==> config.mk <==
export PLATFORM = sky130hd
export DESIGN_NAME = jk_cmd_seq_flat
export DESIGN_NICKNAME = d
export VERILOG_FILES = /design/src/rtl/jk_cmd_seq_if.sv /design/src/rtl/jk_cmd_seq.sv /design/src/flat_wrapper.sv
export SDC_FILE = /design/constraint.sdc
export NUM_CORES = 1
export LEC_CHECK = 0
export CAP_MARGIN = 30
export CORE_ASPECT_RATIO = 1.2
export CORE_MARGIN = 2
export CORE_UTILIZATION = 55
export CTS_CLUSTER_DIAMETER = 120
export CTS_CLUSTER_SIZE = 10
export DETAILED_ROUTE_END_ITERATION = 10
export PLACE_DENSITY = 0.85
export SLEW_MARGIN = 20
export SYNTH_ARGS = -nofsm -noshare
export SYNTH_HDL_FRONTEND = slang
export SYNTH_SLANG_ARGS = --single-unit
export TNS_END_PERCENT = 100
==> constraint.sdc <==
create_clock -name clk_i -period 3.49 [get_ports clk_i]
set_input_delay 0.349 -clock clk_i [delete_from_list [all_inputs] [get_ports clk_i]]
set_output_delay 0.349 -clock clk_i [all_outputs]
set_load 0.01 [all_outputs]
==> src/rtl/jk_cmd_seq_if.sv <==
// Command and replay bundle for jk_cmd_seq.
//   cmd_valid/cmd_op/cmd_len/cmd_ready : command handshake ({j,k} = cmd_op, len 0 acts as 1)
//   j/k                                : registered levels toward the downstream JK flop
//   done                               : pulse on the last applied cycle of each command
//   busy                               : sequencer running or commands still queued
//   q_exp                              : expected q of the downstream flop
// Modports: master = command source / observer, slave = the sequencer.
interface jk_cmd_seq_if #(
  parameter int unsigned CntW = 8
);
  logic            cmd_valid;
  logic [1:0]      cmd_op;
  logic [CntW-1:0] cmd_len;
  logic            cmd_ready;
  logic            j;
  logic            k;
  logic            done;
  logic            busy;
  logic            q_exp;

  modport master (
    output cmd_valid, cmd_op, cmd_len,
    input  cmd_ready, j, k, done, busy, q_exp
  );

  modport slave (
    input  cmd_valid, cmd_op, cmd_len,
    output cmd_ready, j, k, done, busy, q_exp
  );
endinterface

==> src/rtl/jk_cmd_seq.sv <==
// JK command sequencer: buffers {op,len} commands in a circular FIFO and replays each
// as registered j/k levels for max(len,1) cycles, back to back without bubbles, while
// tracking the expected q of the downstream JK flop.
// Ports:
//   clk_i   : clock, all state on rising edge
//   rst_ni  : asynchronous active-low reset (clears FIFO, FSM and outputs)
//   cmd_if  : jk_cmd_seq_if.slave, command handshake plus j/k/done/busy/q_exp
// Optional (define JKSEQ_CHECK_EN):
//   q_obs_i    : observed downstream q
//   mismatch_o : sticky, set on any edge where q_obs_i != q_exp
//   err_cnt_o  : saturating count of mismatching edges
module jk_cmd_seq #(
  parameter int unsigned Depth = 4,
  parameter int unsigned CntW  = 8
) (
  input  logic          clk_i,
  input  logic          rst_ni,
  jk_cmd_seq_if.slave   cmd_if
`ifdef JKSEQ_CHECK_EN
  ,
  input  logic          q_obs_i,
  output logic          mismatch_o,
  output logic [7:0]    err_cnt_o
`endif
);

  localparam int unsigned PtrW = (Depth > 1) ? $clog2(Depth) : 1;
  localparam int unsigned OccW = $clog2(Depth + 1);

  typedef enum logic {StIdle, StRun} state_e;

  logic [CntW+1:0] mem_q [Depth];
  logic [PtrW-1:0] wr_ptr_q, rd_ptr_q;
  logic [OccW-1:0] count_q, count_d;
  state_e          state_q, state_d;
  logic [CntW-1:0] remain_q, remain_d;
  logic            j_q, j_d, k_q, k_d;
  logic            done_q, done_d;
  logic            q_exp_q, q_exp_d;

  logic            full, empty, ready, push, pop;
  logic [CntW+1:0] head;
  logic [CntW-1:0] head_len, load_remain;

  assign full  = (count_q == OccW'(Depth));
  assign empty = (count_q == '0);
  // Held low while in reset, so nothing is accepted until release.
  assign ready = rst_ni & ~full;
  assign push  = cmd_if.cmd_valid & ready;
  // Pop only when idle or when the running command is on its last cycle.
  assign pop   = ~empty & ((state_q == StIdle) | (remain_q == '0));

  assign head        = mem_q[rd_ptr_q];
  assign head_len    = head[CntW-1:0];
  assign load_remain = (head_len == '0) ? '0 : head_len - 1'b1;

  always_comb begin
    state_d  = state_q;
    remain_d = remain_q;
    j_d      = j_q;
    k_d      = k_q;
    done_d   = 1'b0;
    if ((state_q == StRun) && (remain_q != '0)) begin
      remain_d = remain_q - 1'b1;
      done_d   = (remain_q == CntW'(1));
    end else if (pop) begin
      state_d    = StRun;
      {j_d, k_d} = head[CntW+1:CntW];
      remain_d   = load_remain;
      done_d     = (load_remain == '0);
    end else begin
      state_d = StIdle;
      j_d     = 1'b0;
      k_d     = 1'b0;
    end
  end

  always_comb begin
    unique case ({j_q, k_q})
      2'b10:   q_exp_d = 1'b1;
      2'b01:   q_exp_d = 1'b0;
      2'b11:   q_exp_d = ~q_exp_q;
      default: q_exp_d = q_exp_q;
    endcase
  end

  always_comb begin
    unique case ({push, pop})
      2'b10:   count_d = count_q + 1'b1;
      2'b01:   count_d = count_q - 1'b1;
      default: count_d = count_q;
    endcase
  end

  always_ff @(posedge clk_i or negedge rst_ni) begin
    if (!rst_ni) begin
      for (int i = 0; i < Depth; i++) mem_q[i] <= '0;
      wr_ptr_q <= '0;
      rd_ptr_q <= '0;
      count_q  <= '0;
      state_q  <= StIdle;
      remain_q <= '0;
      j_q      <= 1'b0;
      k_q      <= 1'b0;
      done_q   <= 1'b0;
      q_exp_q  <= 1'b0;
    end else begin
      if (push) begin
        mem_q[wr_ptr_q] <= {cmd_if.cmd_op, cmd_if.cmd_len};
        wr_ptr_q        <= wr_ptr_q + 1'b1;
      end
      if (pop) rd_ptr_q <= rd_ptr_q + 1'b1;
      count_q  <= count_d;
      state_q  <= state_d;
      remain_q <= remain_d;
      j_q      <= j_d;
      k_q      <= k_d;
      done_q   <= done_d;
      q_exp_q  <= q_exp_d;
    end
  end

  assign cmd_if.cmd_ready = ready;
  assign cmd_if.j         = j_q;
  assign cmd_if.k         = k_q;
  assign cmd_if.done      = done_q;
  assign cmd_if.busy      = (state_q == StRun) | ~empty;
  assign cmd_if.q_exp     = q_exp_q;

`ifdef JKSEQ_CHECK_EN
  logic       mismatch_q, mismatch_d;
  logic [7:0] err_cnt_q, err_cnt_d;

  always_comb begin
    mismatch_d = mismatch_q;
    err_cnt_d  = err_cnt_q;
    if (q_obs_i != q_exp_q) begin
      mismatch_d = 1'b1;
      if (err_cnt_q != 8'hff) err_cnt_d = err_cnt_q + 1'b1;
    end
  end

  always_ff @(posedge clk_i or negedge rst_ni) begin
    if (!rst_ni) begin
      mismatch_q <= 1'b0;
      err_cnt_q  <= '0;
    end else begin
      mismatch_q <= mismatch_d;
      err_cnt_q  <= err_cnt_d;
    end
  end

  assign mismatch_o = mismatch_q;
  assign err_cnt_o  = err_cnt_q;
`endif

endmodule

==> src/flat_wrapper.sv <==
// flat-port wrapper written by rule: the top's interface ports become plain ports
module jk_cmd_seq_flat 
#(
  parameter int unsigned Depth = 4,
  parameter int unsigned CntW  = 8
)
  (clk_i, rst_ni, cmd_if_cmd_valid, cmd_if_cmd_op, cmd_if_cmd_len, cmd_if_cmd_ready, cmd_if_j, cmd_if_k, cmd_if_done, cmd_if_busy, cmd_if_q_exp);
  jk_cmd_seq_if #(.CntW(CntW)) cmd_if_i ();
  input  logic clk_i;
  input  logic rst_ni;
  input wire logic [$bits(cmd_if_i.cmd_valid)-1:0] cmd_if_cmd_valid;
  input wire logic [$bits(cmd_if_i.cmd_op)-1:0] cmd_if_cmd_op;
  input wire logic [$bits(cmd_if_i.cmd_len)-1:0] cmd_if_cmd_len;
  output wire logic [$bits(cmd_if_i.cmd_ready)-1:0] cmd_if_cmd_ready;
  output wire logic [$bits(cmd_if_i.j)-1:0] cmd_if_j;
  output wire logic [$bits(cmd_if_i.k)-1:0] cmd_if_k;
  output wire logic [$bits(cmd_if_i.done)-1:0] cmd_if_done;
  output wire logic [$bits(cmd_if_i.busy)-1:0] cmd_if_busy;
  output wire logic [$bits(cmd_if_i.q_exp)-1:0] cmd_if_q_exp;
  assign cmd_if_i.cmd_valid = cmd_if_cmd_valid;
  assign cmd_if_i.cmd_op = cmd_if_cmd_op;
  assign cmd_if_i.cmd_len = cmd_if_cmd_len;
  assign cmd_if_cmd_ready = cmd_if_i.cmd_ready;
  assign cmd_if_j = cmd_if_i.j;
  assign cmd_if_k = cmd_if_i.k;
  assign cmd_if_done = cmd_if_i.done;
  assign cmd_if_busy = cmd_if_i.busy;
  assign cmd_if_q_exp = cmd_if_i.q_exp;
  jk_cmd_seq #(.Depth(Depth), .CntW(CntW)) u_core (.clk_i(clk_i), .rst_ni(rst_ni), .cmd_if(cmd_if_i));
endmodule
# Word-level counts from Yosys, hierarchy flattened
# Index checks and enable logic that the tools add are counted.
# totals
memories	0
mem_bits_rw	0
latchBits	0
regBits	60
wordCells	66
romBits	0
in_bits	13
# op_classes
div	0
mux	16
add_sub_neg	6
n_eq_ne	7
multipliers	0
magnitude_cmp	3
reduce_logical	10
bitwise	11
shifts	0
# ops
operator	n
$bwmux W40	1
$mux W10	3
$logic_not A8 Y1	3
$mux W8	3
$bmux W10 S2	1
$demux W10 S2	1
$sub A8 B1 Y8 const B	2
$eq A8 B1 Y1 const B	1
$reduce_bool A8 Y1	1
$eq A2 B2 Y1 const B	3
$ge A3 B3 Y1 const B	2
$not A2 Y3	2
$pmux W3 S2	1
$mux W1	5
$add A2 B1 Y2 const B	2
$eq A2 B1 Y1 const B	2
$not A1 Y1	4
$reduce_bool A2 Y1	2
$add A3 B1 Y3 const B	1
$and A1 B1 Y1	3
$eq A3 B3 Y1 const B	1
$logic_not A3 Y1	1
$lt A3 B1 Y1 const B	1
$pmux W1 S3	1
other kinds (4)	6

# Depth between registers and ports, before layout
# Gate-level depths: netlist of run 1.
# logic_depth
ltp_word	9
mapped_depth	12
mapped_depth_nobuf	12

# Least setup slack after synthesis of run 1
# OpenSTA, ideal clock, no wires.
# synth_path
path_kind	register to register
from	register u_core.remain_q[5]
to	register u_core.count_q[2]
arrival_ns	2.580
synth_period_minus_slack_ns	2.660
path_stages_with_launch	11
setup_ns	0.079
setup_slack_ns	0.830
path_buffers	0
path_cell_list	dfrtp_1 or3_1 o41ai_1 nand2_1 inv_2 ha_1 inv_1 fa_1 xor2_1 nor2_1 xor2_1
# synth_between
elab_chain_cells	5
elab_cells_between_ends	7
classes_between	2 x eq/ne; 1 x mux; 2 x bitwise; 2 x reduce/logical
# synth_lines
item	line	text
start: declaration	jk_cmd_seq.sv:36	logic [CntW-1:0] remain_q, remain_d;
start signal: assignment	jk_cmd_seq.sv:115	remain_q <= remain_d;
$logic_not A8 Y1 *	jk_cmd_seq.sv:51	assign pop = ~empty & ((state_q == StIdle) | (remain_q == '0));
$or A1 B1 Y1 *	jk_cmd_seq.sv:51	
$and A1 B1 Y1 *	jk_cmd_seq.sv:51	
via u_core.pop	jk_cmd_seq.sv:41	logic full, empty, ready, push, pop;
$eq A2 B1 Y1 or $eq A2 B2 Y1 (tied branches)	jk_cmd_seq.sv:88	unique case ({push, pop})
$pmux W3 S2 or $reduce_bool A2 Y1 (tied branches)	-	
end signal: assignment	jk_cmd_seq.sv:113	count_q <= count_d;
end: declaration	jk_cmd_seq.sv:34	logic [OccW-1:0] count_q, count_d;
# The timed path passes the listed nets; every way through them passes the cells marked *.
# A chain may end at the register's enable or synchronous reset.

# Worst setup path after layout of run 1
# layout_path
from	register u_core.remain_q[4]
to	register u_core.count_q[2]
# Same word-level chain as after synthesis.

==> run_summary.xml, run 1 <==
<?xml version="1.0" encoding="UTF-8"?>
<metrics>
  <group name="run_status">
    <metric name="status" unit="">finished, final reports clean</metric>
  </group>
  <group name="clock_network">
    <metric name="clock_sink_count" unit="">60</metric>
    <metric name="cts-buffers-inserted" unit="">9</metric>
    <metric name="clkSlewWorstSetupHoldPaths" unit="ns">0.07</metric>
    <metric name="ctsLongestPathBuffers" unit="">2</metric>
    <metric name="clock_insertion_delay_worst_skew" unit="ns">0.34</metric>
    <metric name="cts.repair_timing.setup_buffer_count" unit="">0</metric>
    <metric name="tritoncts" unit="">done</metric>
    <metric name="cts_root_buffer" unit="">sky130_fd_sc_hd__clkbuf_8</metric>
    <metric name="cts-resized-gates" unit="">0</metric>
    <metric name="cts-hold-fix-buffers" unit="">0</metric>
    <metric name="ctsHtreeMaxLevel" unit="">3</metric>
  </group>
  <group name="grt">
    <metric name="number_of_global_route_vias_before_repair" unit="">2046</metric>
    <metric name="gr_overflow_total" unit="">0</metric>
    <metric name="grt_max_degree" unit="">61</metric>
    <metric name="grt_use_total" unit="">0.214</metric>
    <metric name="number_of_antenna_violations_at_the_first_check_in_global_routing" unit="">0</metric>
    <metric name="grt_pass1_wl" unit="um">9850</metric>
  </group>
  <group name="logic_synthesis">
    <metric name="postSynthNetCount" unit="">259</metric>
    <metric name="yosys.cell_types.count" unit="">45</metric>
    <metric name="yosys_warnings" unit="">0</metric>
    <metric name="seq_area_frac_synth" unit="">0.495</metric>
    <metric name="synthesized_area_per_cell" unit="sq um">12.9</metric>
    <metric name="ys_ff_latch" unit="">60</metric>
    <metric name="syn_inst" unit="">236</metric>
    <metric name="post_synth_instance_area" unit="sq um">3030</metric>
  </group>
  <group name="timing">
    <metric name="tightestPinTransition" unit="ns">0.748</metric>
    <metric name="timing.slew.headroom" unit="">0.501</metric>
    <metric name="fin_crit_sh" unit="">0.832</metric>
    <metric name="setup_viol_count_final" unit="">0</metric>
    <metric name="unrepaired_setup_endpoints_after_global_routing" unit="">false</metric>
    <metric name="report.final.hold_viol_count" unit="">0</metric>
    <metric name="timing_max_transition_violations_final" unit="">0</metric>
    <metric name="max_freq" unit="MHz">344</metric>
    <metric name="finalWorstPathRequiredPeriod" unit="ns">2.90</metric>
    <metric name="setup_tns" unit="ns">0</metric>
    <metric name="worst_clock_skew" unit="ns">0.00698</metric>
    <metric name="finalHoldWorstSlack" unit="ns">0.206</metric>
  </group>
  <group name="die">
    <metric name="design.core.area" unit="sq um">5300</metric>
    <metric name="die_x" unit="um">71.8</metric>
    <metric name="chipHeight" unit="um">85.3</metric>
    <metric name="die-area" unit="sq um">6130</metric>
    <metric name="row_count" unit="">29</metric>
    <metric name="initial_utilization" unit="">0.573</metric>
    <metric name="io_pins" unit="">19</metric>
  </group>
  <group name="pwr">
    <metric name="vdd_ir_drop_max" unit="uV">573</metric>
    <metric name="int_power" unit="uW">2130</metric>
    <metric name="net-switching-power" unit="uW">1260</metric>
    <metric name="clock_group_share_of_total_power" unit="">0.181</metric>
    <metric name="comb_power_share" unit="">0.436</metric>
    <metric name="seqPwrFrac" unit="">0.384</metric>
    <metric name="power-per-cell-area" unit="nW/um^2">978</metric>
    <metric name="power_switching_share" unit="">0.371</metric>
    <metric name="power.leakage" unit="uW">0.00148</metric>
  </group>
  <group name="final_layout">
    <metric name="area_growth" unit="%">14.2</metric>
    <metric name="layout-drive-gt1-share" unit="">0.251</metric>
    <metric name="final_nets" unit="">285</metric>
    <metric name="antenna_cells" unit="">0</metric>
  </group>
  <group name="critical_path">
    <metric name="end_kind" unit="">register</metric>
    <metric name="worstPathMaxFanout" unit="">7</metric>
    <metric name="timing.reg2reg.setup_slack" unit="ns">0.59</metric>
    <metric name="worstReg2RegStart" unit="">u_core.remain_q[4]</metric>
    <metric name="timing_worst_setup_path_type" unit="">reg2reg</metric>
    <metric name="crit_end" unit="">u_core.count_q[2]</metric>
    <metric name="startpoint" unit="">u_core.remain_q[4]</metric>
    <metric name="timing.critical_path.arrival" unit="ns">3.17</metric>
    <metric name="cp-start-kind" unit="">register</metric>
    <metric name="timing.critical_path.required" unit="ns">3.76</metric>
    <metric name="rr_endpoint" unit="">u_core.count_q[2]</metric>
    <metric name="worst_r2r_path_depth" unit="">10</metric>
  </group>
  <group name="place">
    <metric name="port-buffer-count" unit="">18</metric>
    <metric name="place.detailed.hpwl" unit="um">4080</metric>
    <metric name="place_congestion" unit="">0.923</metric>
  </group>
  <group name="route">
    <metric name="route.detailed.vias_per_inst" unit="">6.09</metric>
    <metric name="post-route-drc-count" unit="">0</metric>
    <metric name="routedWlPerCell" unit="um">17.5</metric>
    <metric name="vias" unit="">2004</metric>
    <metric name="drt.antenna.violating_nets" unit="">0</metric>
    <metric name="totalWireLength" unit="um">5750</metric>
    <metric name="drt_pre_antenna_iters" unit="">6</metric>
    <metric name="initialDrtViolationCount" unit="">117</metric>
  </group>
  <group name="min_path">
    <metric name="hold_path_class" unit="">in2async</metric>
  </group>
  <group name="flow_run">
    <metric name="drv.max_cap_violation_count" unit="">0</metric>
  </group>
</metrics>
final cells by class:
type	instances	area, sq um
repair buffers	20	190
inverters	14	52.6
clock buffers	10	128
fillers	398	1830
well taps	62	77.6
clock inverters	6	65.1
multi-input cells	157	1450
flip-flops and latches	60	1500
how the worst min path moves through the flow:
stage | startpoint | to | slack (ns) | cells after the start
after detailed placement | u_core.cmd_if.q_exp | u_core.cmd_if.q_exp | 0.46 | 1
after floorplan | rst_ni | u_core.cmd_if.done | 0.05 | 0
after global routing | rst_ni | u_core.wr_ptr_q[1] | 0.28 | 2
after CTS | rst_ni | u_core.mem_q[38] | 0.24 | 2
final | rst_ni | u_core.mem_q[38] | 0.21 | 2
after global placement | u_core.cmd_if.q_exp | u_core.cmd_if.q_exp | 0.45 | 1
cell usage after synthesis (all sizes together):
| cell | count | area [sq um] |
|---|---|---|
| nor2 | 8 | 30.0 |
| inv | 14 | 52.6 |
| o311ai | 1 | 8.76 |
| xor2 | 5 | 43.8 |
| fa | 1 | 20.0 |
| a211oi | 1 | 7.51 |
| or3 | 5 | 31.3 |
| nand3 | 4 | 25.0 |
| xnor2 | 6 | 52.6 |
| o221a | 1 | 20.0 |
| a21oi | 8 | 40.0 |
| o31ai | 1 | 7.51 |
| mux4 | 10 | 248 |
| o21ai | 6 | 30.0 |
| clkbuf | 3 | 11.3 |
| nand4 | 1 | 6.26 |
| mux2i | 1 | 10.0 |
| buf | 2 | 18.8 |
| nand2 | 17 | 63.8 |
| nand3b | 1 | 7.51 |
| o41a | 1 | 11.3 |
| o211ai | 2 | 15.0 |
| o22ai | 1 | 6.26 |
| o221ai | 3 | 26.3 |
| o41ai | 1 | 8.76 |
| nor4 | 1 | 21.3 |
| nor3 | 6 | 30.0 |
| a22o | 2 | 17.5 |
| nand4b | 1 | 8.76 |
| nor3b | 2 | 15.0 |
| or2 | 1 | 6.26 |
| and2 | 2 | 13.8 |
| dfrtp | 60 | 1500 |
| a221oi | 1 | 8.76 |
| ha | 9 | 113 |
| mux2 | 40 | 450 |
| or4 | 1 | 7.51 |
| a31oi | 2 | 12.5 |
| nand2b | 4 | 25.0 |
critical path, cell delays in order (launching register included):
cell	delay, ns
sky130_fd_sc_hd__dfrtp_1	0.42
sky130_fd_sc_hd__or3_1	0.43
sky130_fd_sc_hd__o41ai_1	0.46
sky130_fd_sc_hd__nand2_1	0.28
sky130_fd_sc_hd__inv_2	0.19
sky130_fd_sc_hd__ha_1	0.20
sky130_fd_sc_hd__inv_1	0.06
sky130_fd_sc_hd__fa_1	0.37
sky130_fd_sc_hd__xor2_1	0.15
sky130_fd_sc_hd__nor2_1	0.12
sky130_fd_sc_hd__xor2_1	0.15
per-layer routing:
metal  wire length, um  GRT usage  vias to the layer above
met5                 0          0                        -
met4               101     0.0961                        0
met3               179     0.0487                       10
met2              3020      0.353                       42
met1              2450      0.269                     1032
li1                  -          -                      920
per-stage QoR:
stage	util	instances	setup WS, ns	cell area (sq um)	power (uW)
finish	0.654	329	0.586	3460	3390
global route	0.654	329	0.309	3460	3610
CTS	0.654	329	0.598	3460	3400
detailed placement	0.617	313	0.592	3270	2790
global placement	0.617	313	0.711	3270	2700
floorplan	-	236	0.830	3030	2410
cells in the final DEF (no fill, tap or decap), types with 2 or more instances in the layout:
| master | Yosys | final |
|---|---|---|
| sky130_fd_sc_hd__ha_1 | 9 | 9 |
| sky130_fd_sc_hd__xnor2_1 | 6 | 6 |
| sky130_fd_sc_hd__nand2_1 | 17 | 17 |
| sky130_fd_sc_hd__mux4_2 | 4 | 4 |
| sky130_fd_sc_hd__o221ai_1 | 3 | 3 |
| sky130_fd_sc_hd__nor3_1 | 6 | 6 |
| sky130_fd_sc_hd__buf_4 | 1 | 2 |
| sky130_fd_sc_hd__xor2_1 | 5 | 5 |
| sky130_fd_sc_hd__clkinv_4 | 0 | 2 |
| sky130_fd_sc_hd__or3_1 | 5 | 5 |
| sky130_fd_sc_hd__clkinv_2 | 0 | 2 |
| sky130_fd_sc_hd__dfrtp_1 | 60 | 60 |
| sky130_fd_sc_hd__clkdlybuf4s50_1 | 0 | 17 |
| sky130_fd_sc_hd__a22o_1 | 2 | 2 |
| sky130_fd_sc_hd__nor3b_1 | 2 | 2 |
| sky130_fd_sc_hd__nand2b_1 | 4 | 4 |
| sky130_fd_sc_hd__mux4_1 | 6 | 6 |
| sky130_fd_sc_hd__inv_1 | 13 | 13 |
| sky130_fd_sc_hd__a21oi_1 | 8 | 8 |
| sky130_fd_sc_hd__o211ai_1 | 2 | 2 |
| sky130_fd_sc_hd__a31oi_1 | 2 | 2 |
| sky130_fd_sc_hd__nor2_1 | 8 | 8 |
| sky130_fd_sc_hd__o21ai_0 | 5 | 5 |
| sky130_fd_sc_hd__clkbuf_8 | 0 | 9 |
| sky130_fd_sc_hd__mux2_2 | 40 | 40 |
| sky130_fd_sc_hd__nand3_1 | 3 | 3 |
power groups by stage:
| stage | sequential, uW | clock, uW | combinational (uW) |
|---|---|---|---|
| finish | 1300 | 613 | 1480 |
| floorplan | 1200 | 0 | 1210 |
| detailed placement | 1310 | 0 | 1480 |
| global route | 1340 | 648 | 1630 |
| CTS | 1290 | 619 | 1480 |
| global placement | 1280 | 0 | 1420 |
registers in the layout (all words and copies together), names as in the netlist:
register	flops
u_core.count_q	3
u_core.remain_q	8
u_core.cmd_if.k	1
u_core.cmd_if.done	1
u_core.cmd_if.q_exp	1
u_core.rd_ptr_q	2
u_core.mem_q	40
u_core.wr_ptr_q	2
u_core.cmd_if.j	1
u_core.state_q	1
cell families (layout without fill, tap and decap cells):
kind of cell    Yosys count  count (layout)  share of synthesized area
buf+inv                  19              50                     0.0272
simple gates             54              54                     0.0961
flops                    60              60                      0.495
mux                      51              51                      0.233
compound gates           31              31                     0.0726
fa+ha+maj                10              10                     0.0437
xor+xnor                 11              11                     0.0318
Power figures use the tool's default switching activity.
==> inputs of run 2 (changes only) <==
==> constraint.sdc (replaced) <==
create_clock -name clk_i -period 2.75 [get_ports clk_i]
set_input_delay 0.275 -clock clk_i [delete_from_list [all_inputs] [get_ports clk_i]]
set_output_delay 0.275 -clock clk_i [all_outputs]
set_load 0.01 [all_outputs]
==> run 2 against run 1 <==
- via count decreased by 0.15%
- clock power rose by 31%
- count of clock-buffer cells in the layout increased by 2
- worst setup slack worse by 0.43 ns
- largest cell class unchanged
- largest power group unchanged
==> run_summary.xml, run 2 (same netlist as run 1, synthesis figures left out) <==
<?xml version="1.0" encoding="UTF-8"?>
<metrics>
  <group name="critical_path">
    <metric name="cp_top_family" unit="">simple AND/OR/NAND/NOR gates</metric>
    <metric name="worst_r2r_path_depth" unit="">7</metric>
    <metric name="worstPathMaxFanout" unit="">8</metric>
    <metric name="cpMaxStageDelayCell" unit="">sky130_fd_sc_hd__mux4_2</metric>
    <metric name="timing.critical_path.arrival" unit="ns">2.79</metric>
    <metric name="slowest_delay" unit="ns">0.57</metric>
    <metric name="worst_path_cell_chain" unit="">mux4_2 -&gt; inv_1 -&gt; ha_1 -&gt; nor3b_1 -&gt; nand2_1 -&gt; a221oi_1 -&gt; a21oi_1</metric>
    <metric name="critical_path_depth" unit="">7</metric>
    <metric name="timing.critical_path.required" unit="ns">2.95</metric>
    <metric name="end_kind" unit="">register</metric>
    <metric name="timing_worst_setup_path_type" unit="">reg2reg</metric>
    <metric name="critPathBufInv" unit="">1</metric>
    <metric name="cp-start-kind" unit="">register</metric>
  </group>
  <group name="min_path">
    <metric name="hold_path_class" unit="">in2async</metric>
  </group>
  <group name="die">
    <metric name="die-area" unit="sq um">6130</metric>
    <metric name="die_x" unit="um">71.8</metric>
    <metric name="design.core.area" unit="sq um">5300</metric>
    <metric name="io_pins" unit="">19</metric>
    <metric name="initial_utilization" unit="">0.573</metric>
    <metric name="chipHeight" unit="um">85.3</metric>
    <metric name="row_count" unit="">29</metric>
  </group>
  <group name="timing">
    <metric name="finalWorstPathRequiredPeriod" unit="ns">2.59</metric>
    <metric name="setup_tns" unit="ns">0</metric>
    <metric name="finalHoldWorstSlack" unit="ns">0.125</metric>
    <metric name="fin_crit_sh" unit="">0.942</metric>
    <metric name="tightestPinTransition" unit="ns">0.738</metric>
    <metric name="timing.slew.headroom" unit="">0.508</metric>
    <metric name="timing_max_transition_violations_final" unit="">0</metric>
    <metric name="unrepaired_setup_endpoints_after_global_routing" unit="">false</metric>
    <metric name="report.final.hold_viol_count" unit="">0</metric>
    <metric name="max_freq" unit="MHz">386</metric>
    <metric name="setup_viol_count_final" unit="">0</metric>
    <metric name="worst_clock_skew" unit="ns">0.00863</metric>
  </group>
  <group name="route">
    <metric name="post-route-drc-count" unit="">0</metric>
    <metric name="routedWlPerCell" unit="um">18.5</metric>
    <metric name="vias" unit="">2001</metric>
    <metric name="drt.antenna.violating_nets" unit="">0</metric>
    <metric name="met2WireLength" unit="um">3180</metric>
    <metric name="totalWireLength" unit="um">6150</metric>
    <metric name="wl_met1" unit="um">2620</metric>
    <metric name="route.detailed.vias_per_inst" unit="">6.01</metric>
    <metric name="wl_met3" unit="um">153</metric>
    <metric name="initialDrtViolationCount" unit="">146</metric>
    <metric name="drt_pre_antenna_iters" unit="">4</metric>
    <metric name="routed.top_layer" unit="">met4</metric>
  </group>
  <group name="clock_network">
    <metric name="clock_sink_count" unit="">60</metric>
    <metric name="clock_insertion_delay_worst_skew" unit="ns">0.33</metric>
    <metric name="cts.repair_timing.setup_buffer_count" unit="">0</metric>
    <metric name="cts-buffers-inserted" unit="">9</metric>
    <metric name="clkSlewWorstSetupHoldPaths" unit="ns">0.07</metric>
    <metric name="tritoncts" unit="">done</metric>
    <metric name="cts_root_buffer" unit="">sky130_fd_sc_hd__clkbuf_8</metric>
    <metric name="ctsHtreeMaxLevel" unit="">3</metric>
    <metric name="ctsLongestPathBuffers" unit="">2</metric>
  </group>
  <group name="final_layout">
    <metric name="largest_register_ffs" unit="">40</metric>
    <metric name="antenna_cells" unit="">0</metric>
    <metric name="area_growth" unit="%">15.8</metric>
    <metric name="top_register_by_number_of_flip_flops" unit="">u_core.mem_q</metric>
    <metric name="layout-drive-gt1-share" unit="">0.269</metric>
    <metric name="final_nets" unit="">289</metric>
    <metric name="reg_top3" unit="">u_core.mem_q: 40 flops, u_core.remain_q: 8 flops, u_core.count_q: 3 flops</metric>
    <metric name="layout.cells.most_common_list" unit="">59 x sky130_fd_sc_hd__dfrtp_1, 40 x sky130_fd_sc_hd__mux2_2, 17 x sky130_fd_sc_hd__nand2_1, 17 x sky130_fd_sc_hd__clkdlybuf4s50_1, 13 x sky130_fd_sc_hd__inv_1</metric>
    <metric name="layout.cells.most_common" unit="">sky130_fd_sc_hd__dfrtp_1</metric>
  </group>
  <group name="grt">
    <metric name="number_of_global_route_vias_before_repair" unit="">2128</metric>
    <metric name="grt_use_total" unit="">0.220</metric>
    <metric name="grt_max_degree" unit="">61</metric>
    <metric name="number_of_antenna_violations_at_the_first_check_in_global_routing" unit="">0</metric>
    <metric name="gr_overflow_total" unit="">0</metric>
    <metric name="grt_pass1_wl" unit="um">10200</metric>
  </group>
  <group name="place">
    <metric name="port-buffer-count" unit="">18</metric>
    <metric name="place_congestion" unit="">0.817</metric>
    <metric name="place.detailed.hpwl" unit="um">4140</metric>
  </group>
  <group name="flow_run">
    <metric name="drv.max_cap_violation_count" unit="">0</metric>
  </group>
  <group name="pwr">
    <metric name="power-per-cell-area" unit="nW/um^2">1260</metric>
    <metric name="power.leakage" unit="uW">0.00151</metric>
    <metric name="vdd_ir_drop_max" unit="uV">707</metric>
    <metric name="total_power" unit="uW">4430</metric>
  </group>
  <group name="run_status">
    <metric name="status" unit="">finished, final reports clean</metric>
  </group>
</metrics>
run 2: layout make-up:
class,count,area [sq um]
Timing Repair Buffer,24,220
Sequential cell,60,1500
Clock inverter,4,47.5
Inverter,14,52.6
Fill cell,374,1790
Multi-Input combinational cell,157,1460
Tap cell,62,77.6
Clock buffer,12,155
run 2: per-stage QoR:
step                      worst slack (ns)  cells  utilization  cell area, sq um
after global routing                0.0323    333        0.663              3510
after floorplan                     0.0905    236            -              3030
after detailed placement             0.120    317        0.623              3300
after global placement               0.202    317        0.623              3300
after CTS                           0.0980    333        0.661              3500
final                                0.160    333        0.663              3510
run 2: final timing paths:
check	end	slack, ns	start
hold / removal	u_core.wr_ptr_q[0]	0.13	rst_ni
max in group asynchronous	u_core.rd_ptr_q[0]	2.09	rst_ni
min in group clk_i	u_core.cmd_if.q_exp	0.47	u_core.cmd_if.q_exp
setup / recovery	u_core.remain_q[1]	0.16	u_core.rd_ptr_q[0]
hold reg to reg	u_core.cmd_if.q_exp	0.47	u_core.cmd_if.q_exp
setup reg to reg	u_core.remain_q[1]	0.16	u_core.rd_ptr_q[0]
run 2: power by group:
group | switching (uW) | total, uW | internal (uW)
registers | 333 | 1650 | 1320
clock network | 338 | 803 | 465
logic | 975 | 1980 | 1000
run 2: what timing repair did:
item | in CTS | in global routing
hold buffers | 0 | 0
setup endpoints to repair | 0 | 3
gates resized for setup | 0 | 2
run 2: per-layer routing:
layer	track usage	vias to the layer above
met2	0.355	49
li1	-	926
met4	0.129	0
met3	0.0321	21
met5	0	-
met1	0.283	1005
==> inputs of run 3 (changes only) <==
--- a/config.mk
+++ b/config.mk
@@ -5,6 +5,7 @@
 export SDC_FILE = /design/constraint.sdc
 export NUM_CORES = 1
 export LEC_CHECK = 0
+export ABC_AREA = 0
 export CAP_MARGIN = 30
 export CORE_ASPECT_RATIO = 1.2
 export CORE_MARGIN = 2
==> results of run 3 <==
Same layout as run 2: the final DEF is identical, and so are final timing and power.
